`src/rtl/adder_sched_pkg.sv`:
```
`default_nettype none
// ============================================================================
// Module   : adder_sched_pkg
// Brief    : Shared types and defaults for the shared-adder scheduler.
// Revision : 1.0 - initial release
// ============================================================================
package adder_sched_pkg;

    localparam int DEF_WIDTH   = 16;
    localparam int DEF_NUM_REQ = 4;

    typedef enum logic [1:0] {
        ST_IDLE = 2'd0,
        ST_EXEC = 2'd1,
        ST_RESP = 2'd2,
        ST_NEXT = 2'd3
    } state_t;

    // Id width never collapses to zero, even for a single requester.
    function automatic int idw_of(input int n);
        return (n > 1) ? $clog2(n) : 1;
    endfunction

endpackage
`default_nettype wire

```
`src/rtl/adder_sched_rr_arbiter.sv`:
```
`default_nettype none
// ============================================================================
// Module   : rr_arbiter
// Brief    : Round-robin pick: request vector + start pointer -> one-hot grant
//            and winner index.
// Revision : 1.0 - initial release
// ============================================================================
module rr_arbiter #(
    parameter int N   = 4,
    parameter int IDW = 2
) (
    input  logic [N-1:0]   req,
    input  logic [IDW-1:0] ptr,
    output logic [N-1:0]   grant,
    output logic [IDW-1:0] idx,
    output logic           valid
);

    int pos;

    // Scan from the farthest offset down so the closest requester to ptr wins.
    always_comb begin
        grant = '0;
        idx   = '0;
        valid = 1'b0;
        pos   = 0;
        for (int i = N - 1; i >= 0; i--) begin
            pos = (int'(ptr) + i) % N;
            if (req[IDW'(pos)]) begin
                grant             = '0;
                grant[IDW'(pos)]  = 1'b1;
                idx               = IDW'(pos);
                valid             = 1'b1;
            end
        end
    end

endmodule
`default_nettype wire

```
`src/rtl/adder_sched.sv`:
```
`default_nettype none
// ============================================================================
// Module   : adder_sched
// Brief    : Round-robin sequencer sharing one full_adder among NUM_REQ
//            requesters, with carry chaining across multi-word operations.
//            Optional EXEC timeout enabled by ADDER_SCHED_TIMEOUT_EN.
// Revision : 1.0 - initial release
// ============================================================================
module adder_sched
    import adder_sched_pkg::*;
#(
    parameter int  WIDTH   = DEF_WIDTH,
    parameter int  NUM_REQ = DEF_NUM_REQ,
    parameter int  TIMEOUT = 15,
    localparam int IDW     = idw_of(NUM_REQ)
) (
    input  logic                     clk,
    input  logic                     reset,
    input  logic [NUM_REQ-1:0]       req_valid,
    output logic [NUM_REQ-1:0]       req_ready,
    input  logic [NUM_REQ*WIDTH-1:0] req_a,
    input  logic [NUM_REQ*WIDTH-1:0] req_b,
    input  logic [NUM_REQ-1:0]       req_cin,
    input  logic [NUM_REQ-1:0]       req_last,
    output logic [WIDTH-1:0]         fa_a,
    output logic [WIDTH-1:0]         fa_b,
    output logic                     fa_carry_in,
    output logic                     fa_carry_listen,
    output logic                     fa_on_off,
    input  logic [WIDTH-1:0]         fa_c,
    input  logic                     fa_carry_out,
    input  logic                     fa_ack,
    output logic                     rsp_valid,
    input  logic                     rsp_ready,
    output logic [IDW-1:0]           rsp_id,
    output logic [WIDTH-1:0]         rsp_sum,
    output logic                     rsp_carry,
    output logic                     rsp_last,
    output logic                     rsp_err
);

    state_t             state_q, state_d;
    logic [IDW-1:0]     ptr_q, ptr_d;
    logic [IDW-1:0]     id_q, id_d;
    logic [WIDTH-1:0]   a_q, a_d;
    logic [WIDTH-1:0]   b_q, b_d;
    logic [WIDTH-1:0]   sum_q, sum_d;
    logic               carry_q, carry_d;
    logic               rcarry_q, rcarry_d;
    logic               last_q, last_d;
    logic               lock_q, lock_d;
    logic               first_q, first_d;

    logic [NUM_REQ-1:0] arb_req;
    logic [NUM_REQ-1:0] arb_grant;
    logic [IDW-1:0]     arb_idx;
    logic               arb_valid;
    logic [IDW-1:0]     sel_idx;
    logic [IDW-1:0]     next_ptr;
    logic [WIDTH-1:0]   sel_a;
    logic [WIDTH-1:0]   sel_b;
    logic               next_ok;
    logic               ack_ok;
    logic               in_exec;
    logic               in_resp;

    assign in_exec  = (state_q == ST_EXEC);
    assign in_resp  = (state_q == ST_RESP);
    assign arb_req  = (state_q == ST_IDLE) ? req_valid : '0;
    assign next_ok  = (state_q == ST_NEXT) && lock_q && req_valid[id_q];
    assign sel_idx  = (state_q == ST_NEXT) ? id_q : arb_idx;
    assign next_ptr = (id_q == IDW'(NUM_REQ - 1)) ? '0 : id_q + IDW'(1);
    // The adder's ack may be stale from setup in the first EXEC cycle.
    assign ack_ok   = fa_ack && !first_q;

    rr_arbiter #(
        .N   (NUM_REQ),
        .IDW (IDW)
    ) u_arb (
        .req   (arb_req),
        .ptr   (ptr_q),
        .grant (arb_grant),
        .idx   (arb_idx),
        .valid (arb_valid)
    );

    always_comb begin
        sel_a = '0;
        sel_b = '0;
        for (int i = 0; i < NUM_REQ; i++) begin
            if (sel_idx == IDW'(i)) begin
                sel_a = req_a[i*WIDTH +: WIDTH];
                sel_b = req_b[i*WIDTH +: WIDTH];
            end
        end
    end

    always_comb begin
        req_ready = '0;
        if (state_q == ST_IDLE) begin
            req_ready = arb_grant;
        end else if (next_ok) begin
            req_ready[id_q] = 1'b1;
        end
    end

`ifdef ADDER_SCHED_TIMEOUT_EN
    localparam int CNT_W = $clog2(TIMEOUT + 1);

    logic [CNT_W-1:0] cnt_q, cnt_d;
    logic             err_q, err_d;
    logic             timeout_hit;

    assign cnt_d       = in_exec ? cnt_q + CNT_W'(1) : '0;
    assign timeout_hit = in_exec && !ack_ok && (cnt_q == CNT_W'(TIMEOUT - 1));
    assign rsp_err     = in_resp && err_q;
`else
    assign rsp_err     = 1'b0;
`endif

    always_comb begin
        state_d  = state_q;
        ptr_d    = ptr_q;
        id_d     = id_q;
        a_d      = a_q;
        b_d      = b_q;
        sum_d    = sum_q;
        carry_d  = carry_q;
        rcarry_d = rcarry_q;
        last_d   = last_q;
        lock_d   = lock_q;
        first_d  = first_q;
`ifdef ADDER_SCHED_TIMEOUT_EN
        err_d    = err_q;
`endif
        case (state_q)
            ST_IDLE: begin
                if (arb_valid) begin
                    a_d     = sel_a;
                    b_d     = sel_b;
                    last_d  = req_last[arb_idx];
                    id_d    = arb_idx;
                    carry_d = req_cin[arb_idx];
                    first_d = 1'b1;
                    state_d = ST_EXEC;
                end
            end
            ST_EXEC: begin
                first_d = 1'b0;
                if (ack_ok) begin
                    sum_d    = fa_c;
                    rcarry_d = fa_carry_out;
                    carry_d  = fa_carry_out;
`ifdef ADDER_SCHED_TIMEOUT_EN
                    err_d    = 1'b0;
`endif
                    state_d  = ST_RESP;
                end
`ifdef ADDER_SCHED_TIMEOUT_EN
                // Abandon the whole operation: forcing last releases the lock.
                else if (timeout_hit) begin
                    sum_d    = '0;
                    rcarry_d = 1'b0;
                    carry_d  = 1'b0;
                    last_d   = 1'b1;
                    err_d    = 1'b1;
                    state_d  = ST_RESP;
                end
`endif
            end
            ST_RESP: begin
                if (rsp_ready) begin
                    if (last_q) begin
                        ptr_d   = next_ptr;
                        lock_d  = 1'b0;
                        state_d = ST_IDLE;
                    end else begin
                        lock_d  = 1'b1;
                        state_d = ST_NEXT;
                    end
                end
            end
            ST_NEXT: begin
                // Chained carry is kept; req_cin only seeds the first word.
                if (next_ok) begin
                    a_d     = sel_a;
                    b_d     = sel_b;
                    last_d  = req_last[id_q];
                    first_d = 1'b1;
                    state_d = ST_EXEC;
                end
            end
            default: state_d = ST_IDLE;
        endcase
    end

    always_ff @(posedge clk) begin
        if (!reset) begin
            state_q  <= ST_IDLE;
            ptr_q    <= '0;
            id_q     <= '0;
            a_q      <= '0;
            b_q      <= '0;
            sum_q    <= '0;
            carry_q  <= 1'b0;
            rcarry_q <= 1'b0;
            last_q   <= 1'b0;
            lock_q   <= 1'b0;
            first_q  <= 1'b0;
`ifdef ADDER_SCHED_TIMEOUT_EN
            cnt_q    <= '0;
            err_q    <= 1'b0;
`endif
        end else begin
            state_q  <= state_d;
            ptr_q    <= ptr_d;
            id_q     <= id_d;
            a_q      <= a_d;
            b_q      <= b_d;
            sum_q    <= sum_d;
            carry_q  <= carry_d;
            rcarry_q <= rcarry_d;
            last_q   <= last_d;
            lock_q   <= lock_d;
            first_q  <= first_d;
`ifdef ADDER_SCHED_TIMEOUT_EN
            cnt_q    <= cnt_d;
            err_q    <= err_d;
`endif
        end
    end

    assign fa_on_off       = in_exec;
    assign fa_carry_listen = in_exec;
    assign fa_a            = in_exec ? a_q : '0;
    assign fa_b            = in_exec ? b_q : '0;
    assign fa_carry_in     = in_exec && carry_q;

    assign rsp_valid = in_resp;
    assign rsp_id    = in_resp ? id_q : '0;
    assign rsp_sum   = in_resp ? sum_q : '0;
    assign rsp_carry = in_resp && rcarry_q;
    assign rsp_last  = in_resp && last_q;

endmodule
`default_nettype wire
```
`config.mk`:
```
export PLATFORM = sky130hd
export DESIGN_NAME = adder_sched
export DESIGN_NICKNAME = d
export VERILOG_FILES = /design/src/rtl/adder_sched_pkg.sv /design/src/rtl/adder_sched_rr_arbiter.sv /design/src/rtl/adder_sched.sv
export SDC_FILE = /design/constraint.sdc
export NUM_CORES = 1
export LEC_CHECK = 0
export CAP_MARGIN = 20
export CORE_ASPECT_RATIO = 2
export CORE_UTILIZATION = 25
export DETAILED_ROUTE_END_ITERATION = 6
export DONT_BUFFER_PORTS = 1
export PLACE_DENSITY = 0.52
export SYNTH_ARGS = -nofsm -noshare
export SYNTH_HDL_FRONTEND = slang
export SYNTH_SLANG_ARGS = --single-unit
export TNS_END_PERCENT = 50
```
`constraint.sdc`:
```
create_clock -name clk -period 2.45 [get_ports clk]
set_input_delay 0.1225 -clock clk [delete_from_list [all_inputs] [get_ports clk]]
set_output_delay 0.1225 -clock clk [all_outputs]
set_load 0.005 [all_outputs]
```
== After elaboration in Yosys (flattened, before gate mapping) ==
Cells that the tools add are included.

* $lt $le $gt $ge: 11
* Eq/ne operators: 11
* $add $sub $neg: 4
* Reductions and logical operators: 25
* Muxes and demuxes: 81

{| class="wikitable"
|+ Operator list
! operator !! number
|-
| $mux 16 || 15
|-
| $pmux 16 s2 || 2
|-
| $mux 1 || 28
|-
| $mux 4 || 7
|-
| $mux 2 || 12
|-
| $bmux 1 s2 || 8
|-
| $lt 2x4->1 const B || 4
|-
| $reduce_and 3->1 || 4
|-
| $logic_and 1x1->1 || 11
|-
| $demux 1 s2 || 5
|-
| $eq 2x2->1 const B || 5
|-
| $ge 2x1->1 const B || 5
|-
| $ne 2x2->1 const B || 4
|-
| $pmux 2 s4 || 1
|-
| $lt 2x3->1 const B || 2
|-
| $reduce_and 2->1 || 3
|-
| $add 2x1->2 const B || 2
|-
| $add 2x2->2 const B || 2
|-
| $eq 2x1->1 const B || 2
|-
| $logic_not 2->1 || 2
|-
| $pmux 1 s2 || 2
|-
| $reduce_and 4->1 || 1
|-
| $reduce_bool 2->1 || 2
|-
| $pmux 1 s3 || 1
|-
| other kinds (2) || 2
|}

* Output and inout port bits: 61
* Input bits: 161
* Register bits after elaboration: 59
* Word-level logic and storage cells: 143

== Depth between registers and ports, before layout ==
* Depth after elaboration: 17
* Depth in mapped cells: 12
* Gate-level depth less buffers: 8

== By module ==
Synthesis repeated with hierarchy kept, for this count alone.

* Cell total of the unflattened synthesis: 499
* Area total of the unflattened synthesis: 4626.9 sq um

{| class="wikitable"
|+ Modules (own cells, without submodules)
! module !! times used !! sequential area each (sq um) !! cells an instance !! area each (sq um)
|-
| adder_sched || 1 || 1181.1 || 418 || 4013.8
|-
| rr_arbiter || 1 || 0.0 || 81 || 613.1
|}

== Worst setup path before layout ==
Ideal clock, no wire load.

* Path type: register -> register
* Start point: register ptr_q[0]
* End point: register b_q[7]
* Buffers on the path: 4
* Setup slack: -199 ps
* Library setup time: 139 ps
* Stages on the path, launching flop included: 13
* Arrival time: 2510 ps
* Clock period less this slack: 2649 ps
* Data required time: 2311 ps
* Cell sequence: dfxtp_1 -> buf_6 -> inv_1 -> ha_1 -> buf_4 -> mux2_4 -> a211oi_2 -> nand2_1 -> o211ai_2 -> buf_12 -> buf_12 -> mux2i_1 -> o221ai_1

* Cells in the longest elaborated chain, start to end: 16
* Elaborated cells on any way between the ends: 37
* Classes of those cells: add/sub (3); eq/ne (4); mux (28); reduce/logical (2)

{| class="wikitable"
|+ RTL lines
! what !! RTL line !! RTL
|-
| from (decl) || adder_sched.sv:43 || <nowiki>logic [IDW-1:0] ptr_q, ptr_d;</nowiki>
|-
| from (signal assigned) || adder_sched.sv:216 || <nowiki>ptr_q <= ptr_d;</nowiki>
|-
| $add 2x2->2 || adder_sched_rr_arbiter.sv:28 || <nowiki>pos = (int'(ptr) + i) % N;</nowiki>
|-
| $bmux 1 s2 || adder_sched_rr_arbiter.sv:29 || <nowiki>if (req[IDW'(pos)]) begin</nowiki>
|-
| $mux 1 (not written as such) (2 in a row) || adder_sched_rr_arbiter.sv:29 ||
|-
| $mux 2 (4 in a row) || adder_sched_rr_arbiter.sv:29 ||
|-
| $mux 2 || adder_sched.sv:71 || <nowiki>assign sel_idx = (state_q == ST_NEXT) ? id_q : arb_idx;</nowiki>
|-
| $logic_not 2->1 || adder_sched.sv:91 || <nowiki>if (sel_idx == IDW'(i)) begin</nowiki>
|-
| $mux 16 (4 in a row) || adder_sched.sv:91 ||
|-
| $mux 16 (on tied branches) || adder_sched.sv:185, adder_sched.sv:138 ||
|-
| $pmux 16 s2 || adder_sched.sv:136 || <nowiki>case (state_q)</nowiki>
|-
| to (signal assigned) || adder_sched.sv:203 || <nowiki>b_q <= '0;</nowiki>
|-
| to (signal assigned) || adder_sched.sv:219 || <nowiki>b_q <= b_d;</nowiki>
|-
| to (decl) || adder_sched.sv:46 || <nowiki>logic [WIDTH-1:0] b_q, b_d;</nowiki>
|}

Several ways; a longest one is shown, not always the timed one. The select of a mux whose other input is x is not followed.
A chain may end at the register's enable or synchronous reset.

== Final worst setup path ==
* Start point: register ptr_q[0]
* End point: register a_q[15]

* Cells in the longest elaborated chain, start to end: 16
* Elaborated cells on any way between the ends: 37
* Classes of those cells: add/sub (3); eq/ne (4); mux (28); reduce/logical (2)

{| class="wikitable"
|+ RTL lines
! what !! RTL line !! RTL
|-
| $add 2x2->2 || adder_sched_rr_arbiter.sv:28 ||
|-
| $bmux 1 s2 || adder_sched_rr_arbiter.sv:29 ||
|-
| $mux 1 (not written as such) (2 in a row) || adder_sched_rr_arbiter.sv:29 ||
|-
| $mux 2 (4 in a row) || adder_sched_rr_arbiter.sv:29 ||
|-
| $mux 2 || adder_sched.sv:71 ||
|-
| $logic_not 2->1 || adder_sched.sv:91 ||
|-
| $mux 16 (4 in a row) || adder_sched.sv:91 ||
|-
| $mux 16 (on tied branches) || adder_sched.sv:185, adder_sched.sv:138 ||
|-
| $pmux 16 s2 || adder_sched.sv:136 ||
|-
| to (signal assigned) || adder_sched.sv:202 || <nowiki>a_q <= '0;</nowiki>
|-
| to (signal assigned) || adder_sched.sv:218 || <nowiki>a_q <= a_d;</nowiki>
|-
| to (decl) || adder_sched.sv:45 || <nowiki>logic [WIDTH-1:0] a_q, a_d;</nowiki>
|}

Several ways; a longest one is shown, not always the timed one. The select of a mux whose other input is x is not followed.

==> run_results.csv <==
group,metric,value,unit
setup_path,crit_fanout,9,
placement,dp_slack,42.4,ps
synthesis,netlist.area_leader.share,0.266,
finish,nFillCells,1808,
placement,dp_hpwl,10000,microns
detailed_routing,wl_per_cell,19.3,microns
power_and_ir_drop,p_per_area,865,nW/um^2
synthesis,synthDistinctLibCells,62,
floorplan,start_util,0.256,
sta,post-route-period-util,0.999,
floorplan,dieArea,18400,sq um
finish,layout-drive-gt1-share,0.170,
power_and_ir_drop,ir_drop,0.425,mV
detailed_routing,drt_pass1_iterations,4,
sta,final-hold-violation-count,0,
finish,multi_input_area,3020,sq um
floorplan,core_region_area,17400,sq um
finish,antenna-diode-count,0,
placement,io_buffer_count,0,
detailed_routing,vias,4110,
clock_network,numCtsBuffers,9,
setup_path,max_stage_delay,350,ps
setup_path,required,2660,ps
synthesis,synth_fp_nets,681,
finish,area_growth,27.2,%
sta,worst_pin_slew,844,ps
detailed_routing,detail-route-antenna-nets,0,
detailed_routing,wirelength,14800,microns
floorplan,rows,68,
synthesis,synth-edff-count,0,
finish,nets,730,
grt,overflow,0,
clock_network,clk_path_buf_depth,2,
setup_path,slowest_stage,"dfxtp_2",
clock_network,htree_levels,3,
floorplan,ios,222,
grt,grt_start_max_net_pins,39,
clock_network,cts_tree,"yes",
grt,grt_first_pass_wirelength,19900,microns
setup_path,crit_chain,"clkinvlp_4, ha_4, mux2_4, a211oi_4, nand2_2, buf_6, o211ai_4, buf_6, mux2i_1, o221ai_1",
power_and_ir_drop,leakage,0.00210,uW
sta,period_needed,2450,ps
floorplan,die_y,191,microns
synthesis,ys_async_sr_fraction,0,
sta,report.final.slew_viol_count,0,
sta,relSlewSlack,0.435,
synthesis,synth.avg_cell_area,8.82,sq um
setup_path,path_class,"reg2reg",
setup_path,cp.buffers_inverters,3,
clock_network,cts-root-buf,"clkbuf_16",
synthesis,yosysSeqAreaShare,0.266,
floorplan,die_x,96.3,microns
synthesis,synth_area_leader_cell,"dfxtp_1",
grt,grtUsageTotal,0.144,
setup_path,cp-start-kind,"flip-flop",
hold_path,hold_class,"in2reg",
synthesis,synth-seq-cells,59,
detailed_routing,route.detailed.drc,0,
synthesis,ys_warn_count,0,
finish,regArea,1180,sq um
sta,rsz0062_at_grt,"yes",
detailed_routing,drtIter0Drc,123,
synthesis,synthCells,504,
synthesis,synth_most_common_cell,"nand2_1",
status,status,"complete, no violations",
sta,finalClockSkew,7.33,ps
clock_network,clk_pin_slew_worst_paths,50,ps
synthesis,synthTopCellsByArea,"dfxtp_1 (27%), mux2i_1 (16%), and2_1 (7.6%), nand2_1 (7.4%), o221ai_1 (6.3%)",
placement,place_congestion,0.870,
clock_network,clock_latency,330,ps
grt,antenna_found_initial,0,
sta,holdWs,8.08,ps
detailed_routing,viasPerCell,5.35,
grt,grt_pass1_vias,4110,
sta,fmax,0.409,GHz
setup_path,crit_family,"multiplexers",
setup_path,arrival,2650,ps
setup_path,crit_path_frequent_cell,"buf_6",
sta,finalSetupViolations,0,
synthesis,syn-cell-area,4450,sq um
run,cap_violations,0,
clock_network,cts.sinks,59,
synthesis,ys_top_cells_by_count,"nand2_1 (88), mux2i_1 (73), dfxtp_1 (59), and2_1 (54), o221ai_1 (32)",
setup_path,endpoint_kind,"flip-flop",
sta,worst_slack,2.40,ps
synthesis,synth_ff_type,"dfxtp_1",
==> logic make-up (layout without fill, tap and decap cells) <==
| group | after synthesis | after routing | synth area share |
|---|---|---|---|
| adders and majority gates | 16 | 16 | 0.0450 |
| and+or+nand+nor | 186 | 186 | 0.214 |
| AOI/OAI and AO/OA | 109 | 110 | 0.197 |
| other | 1 | 1 | 0.000844 |
| buffers and inverters | 54 | 107 | 0.0870 |
| DFF | 59 | 59 | 0.266 |
| muxes | 79 | 79 | 0.191 |
==> metal layers <==
layer  track usage  routed length [microns]  part of all wire
met1         0.129                     5060              0.34
met2         0.281                     8440              0.57
met3        0.0323                      819             0.055
met4        0.0792                      490             0.033
met5             0                        0                 0
==> path summary, 6_finish.rpt <==
kind                                start  endpoint  slack (ps)  depth (start not counted)
worst min-delay path            req_a[17]    a_q[1]           8                          2
worst max-delay path             ptr_q[0]   a_q[15]           2                         10
worst min register to register     a_q[5]    a_q[5]         450                          2
worst max register to register   ptr_q[0]   a_q[15]           2                         10
==> report_power, final <==
part | internal [uW] | switching [uW]
clock | 786 | 461
sequential | 1270 | 159
combinational | 1010 | 1200
==> sequential cells by signal, summed over array words and instances, names as in the netlist <==
signal	flops
a_q	16
b_q	16
carry_q	1
first_q	1
id_q	2
last_q	1
lock_q	1
ptr_q	2
rcarry_q	1
state_q	2
sum_q	16
==> cells in the final DEF (no fill, tap or decap), types with 2 or more instances in the layout <==
cell type	netlist	final
a21boi_0	19	19
a21boi_4	1	2
a21oi_1	9	9
a221oi_1	3	3
a22oi_1	6	6
a31oi_1	2	2
and2_1	54	54
and3_1	2	2
and3b_1	2	2
buf_12	7	7
buf_4	3	27
buf_6	1	6
clkbuf_16	0	13
clkinvlp_4	0	4
dfxtp_1	59	58
dlygate4sd3_1	0	31
ha_1	16	14
inv_1	14	13
mux2i_1	73	69
mux2i_2	0	3
mux4_2	4	4
nand2_1	88	86
nand2_2	1	3
nand2b_1	4	3
nand2b_4	1	2
nand3_1	8	8
nand3b_1	2	2
nand4_1	3	3
nor2_1	4	4
nor2b_1	5	5
nor3_1	6	6
o211ai_1	4	4
o211ai_4	0	2
o21ai_0	9	8
o221a_2	2	2
o221ai_1	32	31
o22ai_1	4	3
o31ai_1	3	3
==> stage by stage <==
stage / instance area (sq um) / instances / total power, uW / TNS, ps / utilization
3_5_place_dp: 4710 / 706 / 3360 / 0 / 0.271
6_report: 5650 / 768 / 4890 / 0 / 0.326
4_1_cts: 5320 / 753 / 4700 / 0 / 0.307
5_1_grt: 5650 / 768 / 5220 / -1560 / 0.326
2_1_floorplan: 4470 / 504 / 2890 / -2270 / -
3_3_place_gp: 4710 / 706 / 3290 / 0 / 0.271
==> what timing repair did <==
item	CTS	global route
pin swaps	0	4
gates resized for setup	1	23
setup endpoints to repair	1	32
cloned	0	8
hold buffers	31	0
hold endpoints to repair	34	0
buffers inserted	0	7
==> layout make-up <==
type                    instances  share of cell area
multi-input cells             392               0.534
flip-flops and latches         59               0.209
repair buffers                 76               0.148
well taps                     210              0.0465
clock buffers                  10              0.0405
clock inverters                 6              0.0117
inverters                      15              0.0106
Power figures use the tool's default switching activity.
